$ cat src/rtl/crank_wheel_gen.sv
// Crank trigger-wheel emulator: generates a VR-style tooth train (default 60-2)
// with a programmable, per-slot ramped period for driving an angle generator.
module crank_wheel_gen #(
    parameter int PERIOD_W   = 16,
    parameter int TEETH_W    = 8,
    parameter int MIN_PERIOD = 2
) (
    input  logic                clk,
    input  logic                rst,
    input  logic                en,
    input  logic [TEETH_W-1:0]  teeth_total,
    input  logic [TEETH_W-1:0]  teeth_missing,
    input  logic [PERIOD_W-1:0] tooth_period,
    input  logic                period_ld,
    input  logic signed [7:0]   period_step,
    output logic                vr_out,
    output logic [TEETH_W-1:0]  tooth_idx,
    output logic                gap,
    output logic                rev_pulse,
    output logic [PERIOD_W-1:0] cur_period,
    output logic                cfg_err
);

    typedef enum logic {IDLE, RUN} state_t;

    localparam logic signed [PERIOD_W+1:0] MIN_S = MIN_PERIOD;
    localparam logic signed [PERIOD_W+1:0] MAX_S = (1 << PERIOD_W) - 1;

    state_t              state, state_n;
    logic [PERIOD_W-1:0] phase, phase_n, period_n;
    logic [TEETH_W-1:0]  idx_n;
    logic                pending, pending_n;
    logic                cfg_err_n, boundary, run_n;
    logic                vr_n, gap_n, rev_n;
    logic [TEETH_W:0]    tt_ext, tm_ext, idx_ext;

    function automatic logic [PERIOD_W-1:0] clamp_period(input logic [PERIOD_W-1:0] p);
        return (p < PERIOD_W'(MIN_PERIOD)) ? PERIOD_W'(MIN_PERIOD) : p;
    endfunction

    function automatic logic [PERIOD_W-1:0] step_period(input logic [PERIOD_W-1:0] p,
                                                        input logic signed [7:0] s);
        logic signed [PERIOD_W+1:0] sum;
        sum = $signed({2'b00, p}) + $signed({{(PERIOD_W-6){s[7]}}, s});
        if (sum < MIN_S)
            return PERIOD_W'(MIN_PERIOD);
        else if (sum > MAX_S)
            return '1;
        else
            return sum[PERIOD_W-1:0];
    endfunction

    // Missing slots sit at the top of the index range; config is sampled live.
    function automatic logic is_missing(input logic [TEETH_W-1:0] idx);
        return {1'b0, idx} >= (tt_ext - tm_ext);
    endfunction

    assign tt_ext  = {1'b0, teeth_total};
    assign tm_ext  = {1'b0, teeth_missing};
    assign idx_ext = {1'b0, tooth_idx};

    always_comb begin
        state_n   = state;
        phase_n   = phase;
        idx_n     = tooth_idx;
        period_n  = cur_period;
        pending_n = pending;
        cfg_err_n = (teeth_total < TEETH_W'(3)) || ((tm_ext + (TEETH_W+1)'(1)) >= tt_ext);
        boundary  = (phase >= (cur_period - PERIOD_W'(1)));

        unique case (state)
            IDLE: begin
                phase_n   = '0;
                idx_n     = '0;
                pending_n = 1'b0;
                if (period_ld)
                    period_n = clamp_period(tooth_period);
                if (en && !cfg_err)
                    state_n = RUN;
            end
            RUN: begin
                if (!en || cfg_err) begin
                    state_n   = IDLE;
                    phase_n   = '0;
                    idx_n     = '0;
                    pending_n = 1'b0;
                    if (period_ld)
                        period_n = clamp_period(tooth_period);
                end else if (boundary) begin
                    phase_n   = '0;
                    // Also catches an index stranded above a freshly reduced teeth_total.
                    idx_n     = ((idx_ext + (TEETH_W+1)'(1)) >= tt_ext) ? '0 : tooth_idx + TEETH_W'(1);
                    period_n  = (pending || period_ld) ? clamp_period(tooth_period)
                                                       : step_period(cur_period, period_step);
                    pending_n = 1'b0;
                end else begin
                    phase_n   = phase + PERIOD_W'(1);
                    pending_n = pending | period_ld;
                end
            end
            default: state_n = IDLE;
        endcase

        // Outputs are derived from next-state values so they line up with the registered counters.
        run_n = (state_n == RUN);
        gap_n = run_n && is_missing(idx_n);
        vr_n  = run_n && !is_missing(idx_n) && (phase_n >= (period_n >> 1));
        rev_n = run_n && (idx_n == '0) && (phase_n == '0);
    end

    always_ff @(posedge clk or negedge rst) begin
        if (!rst) begin
            state      <= IDLE;
            phase      <= '0;
            tooth_idx  <= '0;
            cur_period <= PERIOD_W'(MIN_PERIOD);
            pending    <= 1'b0;
            cfg_err    <= 1'b0;
            vr_out     <= 1'b0;
            gap        <= 1'b0;
            rev_pulse  <= 1'b0;
        end else begin
            state      <= state_n;
            phase      <= phase_n;
            tooth_idx  <= idx_n;
            cur_period <= period_n;
            pending    <= pending_n;
            cfg_err    <= cfg_err_n;
            vr_out     <= vr_n;
            gap        <= gap_n;
            rev_pulse  <= rev_n;
        end
    end

endmodule

$ cat config.mk
export PLATFORM = sky130hd
export DESIGN_NAME = crank_wheel_gen
export DESIGN_NICKNAME = d
export VERILOG_FILES = /design/src/rtl/crank_wheel_gen.sv
export SDC_FILE = /design/constraint.sdc
export NUM_CORES = 1
export LEC_CHECK = 0
export BUFFER_PORTS_ARGS = -buffer_cell sky130_fd_sc_hd__buf_2
export CAP_MARGIN = 20
export CORE_UTILIZATION = 50
export CTS_CLUSTER_SIZE = 8
export DETAILED_ROUTE_END_ITERATION = 8
export PLACE_DENSITY = 0.71
export SKIP_LAST_GASP = 1
export SLEW_MARGIN = 10
export SYNTH_ARGS = -nofsm -noshare
export SYNTH_HDL_FRONTEND = slang
export SYNTH_SLANG_ARGS = --single-unit
$ cat constraint.sdc
create_clock -name clk -period 7 [get_ports clk]
set_input_delay 0.35 -clock clk [delete_from_list [all_inputs] [get_ports clk]]
set_output_delay 0.35 -clock clk [all_outputs]
set_load 0.005 [all_outputs]
After elaboration in Yosys (flattened, before gate mapping)
Cells that the tools add are included.
{"block": "op_classes", "add_sub_neg": 7, "order_cmp": 9, "n_eq_ne": 1, "n_mux": 21, "bitwise": 2, "reduce_logical": 14}
{"operator": "16-bit two-way mux", "n": 9}
{"operator": "16-bit one-hot mux with 2 select lines", "n": 2}
{"operator": "8-bit two-way mux", "n": 3}
{"operator": "17-bit by 8-bit adder with 18-bit output", "n": 1}
{"operator": "8-bit by 1-bit adder with 9-bit output, second input constant", "n": 2}
{"operator": "9-bit by 8-bit >= comparator with 1-bit output", "n": 2}
{"operator": "18-bit by 17-bit > comparator with 1-bit output, second input constant", "n": 1}
{"operator": "18-bit by 3-bit < comparator with 1-bit output, second input constant", "n": 1}
{"operator": "16-bit by 1-bit adder with 16-bit output, second input constant", "n": 1}
{"operator": "16-bit by 15-bit >= comparator with 1-bit output", "n": 1}
{"operator": "16-bit >= comparator", "n": 1}
{"operator": "16-bit zero test", "n": 1}
{"operator": "16-bit by 2-bit < comparator with 1-bit output, second input constant", "n": 1}
{"operator": "8-bit one-hot mux with 2 select lines", "n": 1}
{"operator": "16-bit by 1-bit subtractor with 16-bit output, second input constant", "n": 1}
{"operator": "8-bit by 9-bit >= comparator with 1-bit output", "n": 1}
{"operator": "8-bit by 8-bit subtractor with 9-bit output", "n": 1}
{"operator": "8-bit by 1-bit adder with 8-bit output, second input constant", "n": 1}
{"operator": "8-bit zero test", "n": 1}
{"operator": "8-bit by 2-bit < comparator with 1-bit output, second input constant", "n": 1}
{"operator": "1-bit logical AND", "n": 6}
{"operator": "1-bit two-way mux", "n": 4}
{"operator": "1-bit one-hot mux with 2 select lines", "n": 2}
{"operator": "1-bit zero test", "n": 3}
{"operator": "4 further kinds", "n": 6}
{"block": "totals", "regBits": 46, "input_bits": 44, "output_inout_bits": 28, "wordCells": 64}

Logic depth before layout (Yosys ltp)
{"block": "depth", "word_depth": 10, "depth_mapped": 25, "mapped_depth_nobuf": 25}

Least setup slack after synthesis
No wires, ideal clock.
{"block": "synth_path", "path_type": "flip-flop to flip-flop", "from": "register cur_period[5]", "to": "register vr_out", "setup_time_ps": 126, "t_arrival_ps": 4936, "required_ps": 6874, "setup_slack_ps": 1938, "stages_incl_launch_ff": 24, "n_path_buf": 1, "period_less_slack_ps": 5062, "path_cell_list": "dfrtp_1 or4_1 nor2_1 nand2_1 nor4_1 xnor2_1 ha_1 a21o_1 a21oi_1 o22ai_1 a211oi_1 o21ai_1 a21oi_1 clkbuf_1 nor2_1 o21a_1 a211o_1 ha_1 a211oi_1 o21ai_0 o211ai_1 a31oi_1 o21a_1 o311a_1"}
{"block": "synth_between", "elab_chain_cells": 10, "elab_cells_between_ends": 23, "classes_between": "add/sub: 2; order compare: 5; mux: 13; reduce/logical: 3"}
{"item": "start: declaration", "line": "20", "source": "output logic [PERIOD_W-1:0] cur_period,"}
{"item": "start signal: assignment", "line": "116", "source": "cur_period <= PERIOD_W'(MIN_PERIOD);"}
{"item": "start signal: assignment", "line": "126", "source": "cur_period <= period_n;"}
{"item": "17-bit by 8-bit adder with 18-bit output", "line": "44", "source": "sum = $signed({2'b00, p}) + $signed({{(PERIOD_W-6){s[7]}}, s});"}
{"item": "18-bit by 17-bit > comparator with 1-bit output", "line": "47", "source": "else if (sum > MAX_S)"}
{"item": "16-bit two-way mux", "line": "47"}
{"item": "16-bit two-way mux", "line": "45", "source": "if (sum < MIN_S)"}
{"item": "16-bit two-way mux", "line": "93", "source": "period_n = (pending || period_ld) ? clamp_period(tooth_period)"}
{"item": "16-bit two-way mux", "line": "89", "source": "end else if (boundary) begin"}
{"item": "16-bit two-way mux", "line": "82", "source": "if (!en || cfg_err) begin"}
{"item": "16-bit one-hot mux with 2 select lines", "line": "71", "source": "unique case (state)"}
{"item": "16-bit by 15-bit >= comparator with 1-bit output", "line": "107", "source": "vr_n = run_n && !is_missing(idx_n) && (phase_n >= (period_n >> 1));"}
{"item": "1-bit logical AND (*)", "line": "107"}
{"item": "via vr_n", "line": "34", "source": "logic vr_n, gap_n, rev_n;"}
{"item": "end signal: assignment", "line": "129", "source": "vr_out <= vr_n;"}
{"item": "end: declaration", "line": "16", "source": "output logic vr_out,"}
The timed path passes the listed nets; every way through them passes the cells marked *. The select of a mux whose other input is x is not followed.
A chain may end at the register's enable or synchronous reset.

Worst setup path in the final report
{"block": "layout_path", "from": "register cur_period[5]", "to": "register vr_out"}
{"block": "layout_between", "elab_chain_cells": 10, "elab_cells_between_ends": 23, "classes_between": "add/sub: 2; order compare: 5; mux: 13; reduce/logical: 3"}
{"item": "17-bit by 8-bit adder with 18-bit output", "line": "44"}
{"item": "18-bit by 17-bit > comparator with 1-bit output", "line": "47"}
{"item": "16-bit two-way mux", "line": "47"}
{"item": "16-bit two-way mux", "line": "45"}
{"item": "16-bit two-way mux", "line": "93"}
{"item": "16-bit two-way mux (*)", "line": "89"}
{"item": "16-bit two-way mux (*)", "line": "82"}
{"item": "16-bit one-hot mux with 2 select lines (*)", "line": "71"}
{"item": "via period_n[1]", "line": "30", "source": "logic [PERIOD_W-1:0] phase, phase_n, period_n;"}
{"item": "16-bit by 15-bit >= comparator with 1-bit output (*)", "line": "107"}
{"item": "1-bit logical AND (*)", "line": "107"}
{"item": "via vr_n", "line": "34"}
Marks and branches as above.

==> results.toml <==
[status]
status = "complete, but fails checks"
violations = "negative hold slack"

[clocking]
root_buffer = "clkbuf_8"
hold_buffers = 0
clock-sinks = 46
cts_resized = 0
cts_max_path_buffers = 2
cts_setup_buffers = 0
path_clk_slew_ns = 0.10
cts_buffers = 5
clk_latency_ns = 0.31
htreeDepth = 2
cts_tree = "yes"

[sta]
final-setup-viol-count = 0
period_minus_slack_ns = 5.70
max_freq_mhz = 176
finalCritPeriodShare = 0.814
holdWs_ns = -0.0248
finClkSkew_ns = 0.00792
rsz0062_at_grt = "no"
maxSlewViolCount = 0
hold_viol = 17
slew_headroom = 0.530
setup_tns_ns = 0
worst_pin_slew_ns = 0.703
worst_slack_ns = 1.30

[route]
wirelength_um = 14700
avgRoutedWirePerCell_um = 17.1
avgViaCountPerCell = 5.95
ant_nets = 0
drt_iter0_drc = 324
drt_pass1_iterations = 5
drc = 0
dr_total_vias = 5132

[floorplanning]
die_width_um = 106
fp-row-count = 37
die_h_um = 106
dieArea_mm2 = 0.0112
ioPinCount = 72
core-area_mm2 = 0.0104
initial_utilization = 0.519

[grt]
grt_pass1_wl_um = 24500
grt_max_degree = 47
antenna_found_initial = 0
grt.total_usage = 0.270
globalRouteOverflowTotal = 0
grt_pass1_vias = 5129

[yosys]
ys.flop_type = "dfrtp_1"
syn_nets = 790
ys_seq_area_frac = 0.214
async_flop_share = 1.00
syn_area_mm2 = 0.00539
synth_seq_cells = 46
syn-instance-count = 660
synth_cell_type_count = 61
synth_edf_count = 0
synth_warnings = 0
syn_area_per_cell_um2 = 8.16

[placement]
placed_cell_area_mm2 = 0.00586
numPortBuffers = 71
pre_cts_ws_ns = 1.44
dp_hpwl_um = 11800
place_congestion = 0.907

[pwr]
powerDensity_mw_per_mm2 = 237
irDropWorstVdd_mv = 0.182
p_total_w = 0.00143
p_leak_nw = 2.95

[finish]
drive_gt1_frac = 0.132
antenna_cells = 0
design_area_mm2 = 0.00603
post-route-util = 0.581
syn2layout_area_growth_pct = 11.9
nets = 855

[setup_path]
critPathCaptureType = "register"
cp.arrival_ns = 5.90
critPathRequiredTime_ns = 7.20
critical_path_class = "reg -> reg"
start_kind = "register"
crit_fanout = 6

[min_path]
hp-class = "in -> async"

[job]
max-cap-violations = 0
## stage by stage
| stage | hold WS, ns | instances |
|---|---|---|
| global route | 0.000749 | 862 |
| detailed placement | 0.451 | 852 |
| finish | -0.0248 | 862 |
| global placement | 0.442 | 852 |
| floorplan | 0.0544 | 660 |
| CTS | 0.274 | 860 |
## per-layer routing
| layer | wire (µm) | up-vias | GRT usage | part of all wire |
|---|---|---|---|---|
| met3 | 639 | 20 | 0.0390 | 0.043 |
| met5 | 0 | - | 0 | 0 |
| li1 | - | 2571 | - | - |
| met4 | 272 | 0 | 0.0685 | 0.018 |
| met1 | 6960 | 2410 | 0.365 | 0.47 |
| met2 | 6870 | 131 | 0.451 | 0.47 |
## report_power, final
group,switching (W),internal (W),leakage (nW)
clock network,0.000103,0.000143,0.0683
logic,0.000463,0.000341,2.29
registers,0.0000771,0.000304,0.594
total,0.000643,0.000788,2.95
## cells in the mapped netlist, drive strengths merged (15+ instances only)
cell type  instances  area share
o21ai             46       0.043
clkbuf            15       0.010
a21o              21       0.029
a21oi             26       0.024
xor2              26       0.042
ha                84        0.20
dfrtp             45        0.21
nand2             41       0.029
xnor2             35       0.057
nor2              68       0.047
nand3             25       0.023
inv               44       0.031
## path summary, 6_finish.rpt
path                                     from            end  cells after the start  slack [ns]
worst max register to register  cur_period[5]         vr_out                     25        1.30
worst max-delay path            cur_period[5]         vr_out                     25        1.30
min in group clk                           en            gap                      2        0.29
max in group asynchronous                 rst  cur_period[1]                      2        6.43
worst min register to register        cfg_err            gap                      1        0.47
worst min-delay path                      rst      phase[11]                      1       -0.02
## cell type report
type	count	area, µm²
clock buffer	5	68.8
clock inverter	3	68.8
fill	988	4340
inverter	44	165
multi-input combinational	554	4010
sequential	46	1150
tap	136	170
timing repair buffer	74	390
## worst max-delay path, stage by stage, from the launching register on
cell      delay [ns]
dfrtp_1         0.45
or4_1           0.58
nor2_1          0.17
nand2_1         0.16
nor4_1          0.26
xnor2_1         0.17
ha_1            0.26
a21o_1          0.16
a21oi_1         0.15
o22ai_1         0.09
a211oi_1        0.29
o21ai_1         0.23
nand2_1         0.21
o211ai_1        0.15
and3_1          0.22
a22oi_1         0.27
ha_1            0.29
nand2b_1        0.14
a21o_1          0.18
a21o_1          0.17
a21oi_1         0.17
o21ai_0         0.14
o211ai_1        0.11
a31oi_1         0.10
o21a_1          0.17
o311a_1         0.28
## cells in the final DEF, fill, tap and decap left out, types with 6 or more instances in the layout
cell / count
nand2b_1: 13
o211ai_1: 8
nand4_1: 7
nor2_1: 68
nand2_1: 41
o21a_1: 12
xnor2_1: 35
o22ai_1: 6
o221ai_1: 8
and2_1: 6
inv_1: 44
a211oi_1: 7
o21ai_0: 44
nor3_1: 13
ha_1: 84
nand3_1: 25
xor2_1: 26
nor4_1: 11
a21o_1: 21
a31oi_1: 9
nor2b_1: 9
a211o_1: 7
and3_1: 11
buf_2: 71
dfrtp_1: 45
a21oi_1: 26
o221a_2: 7
## kinds of logic after synthesis
group | after synthesis | synth area share
flip-flops | 46 | 0.214
multiplexers | 1 | 0.00209
adder cells (fa/ha/maj) | 86 | 0.203
AND/OR/NAND/NOR | 221 | 0.202
buffers and inverters | 60 | 0.0418
AO/OA/AOI/OAI | 185 | 0.238
XOR/XNOR | 61 | 0.0992
## registers in the layout (all words and copies together), names as in the netlist
signal / cells
rev_pulse: 1
pending: 1
gap: 1
vr_out: 1
cur_period: 16
phase: 16
state: 1
cfg_err: 1
tooth_idx: 8
Power figures use the tool's default switching activity.
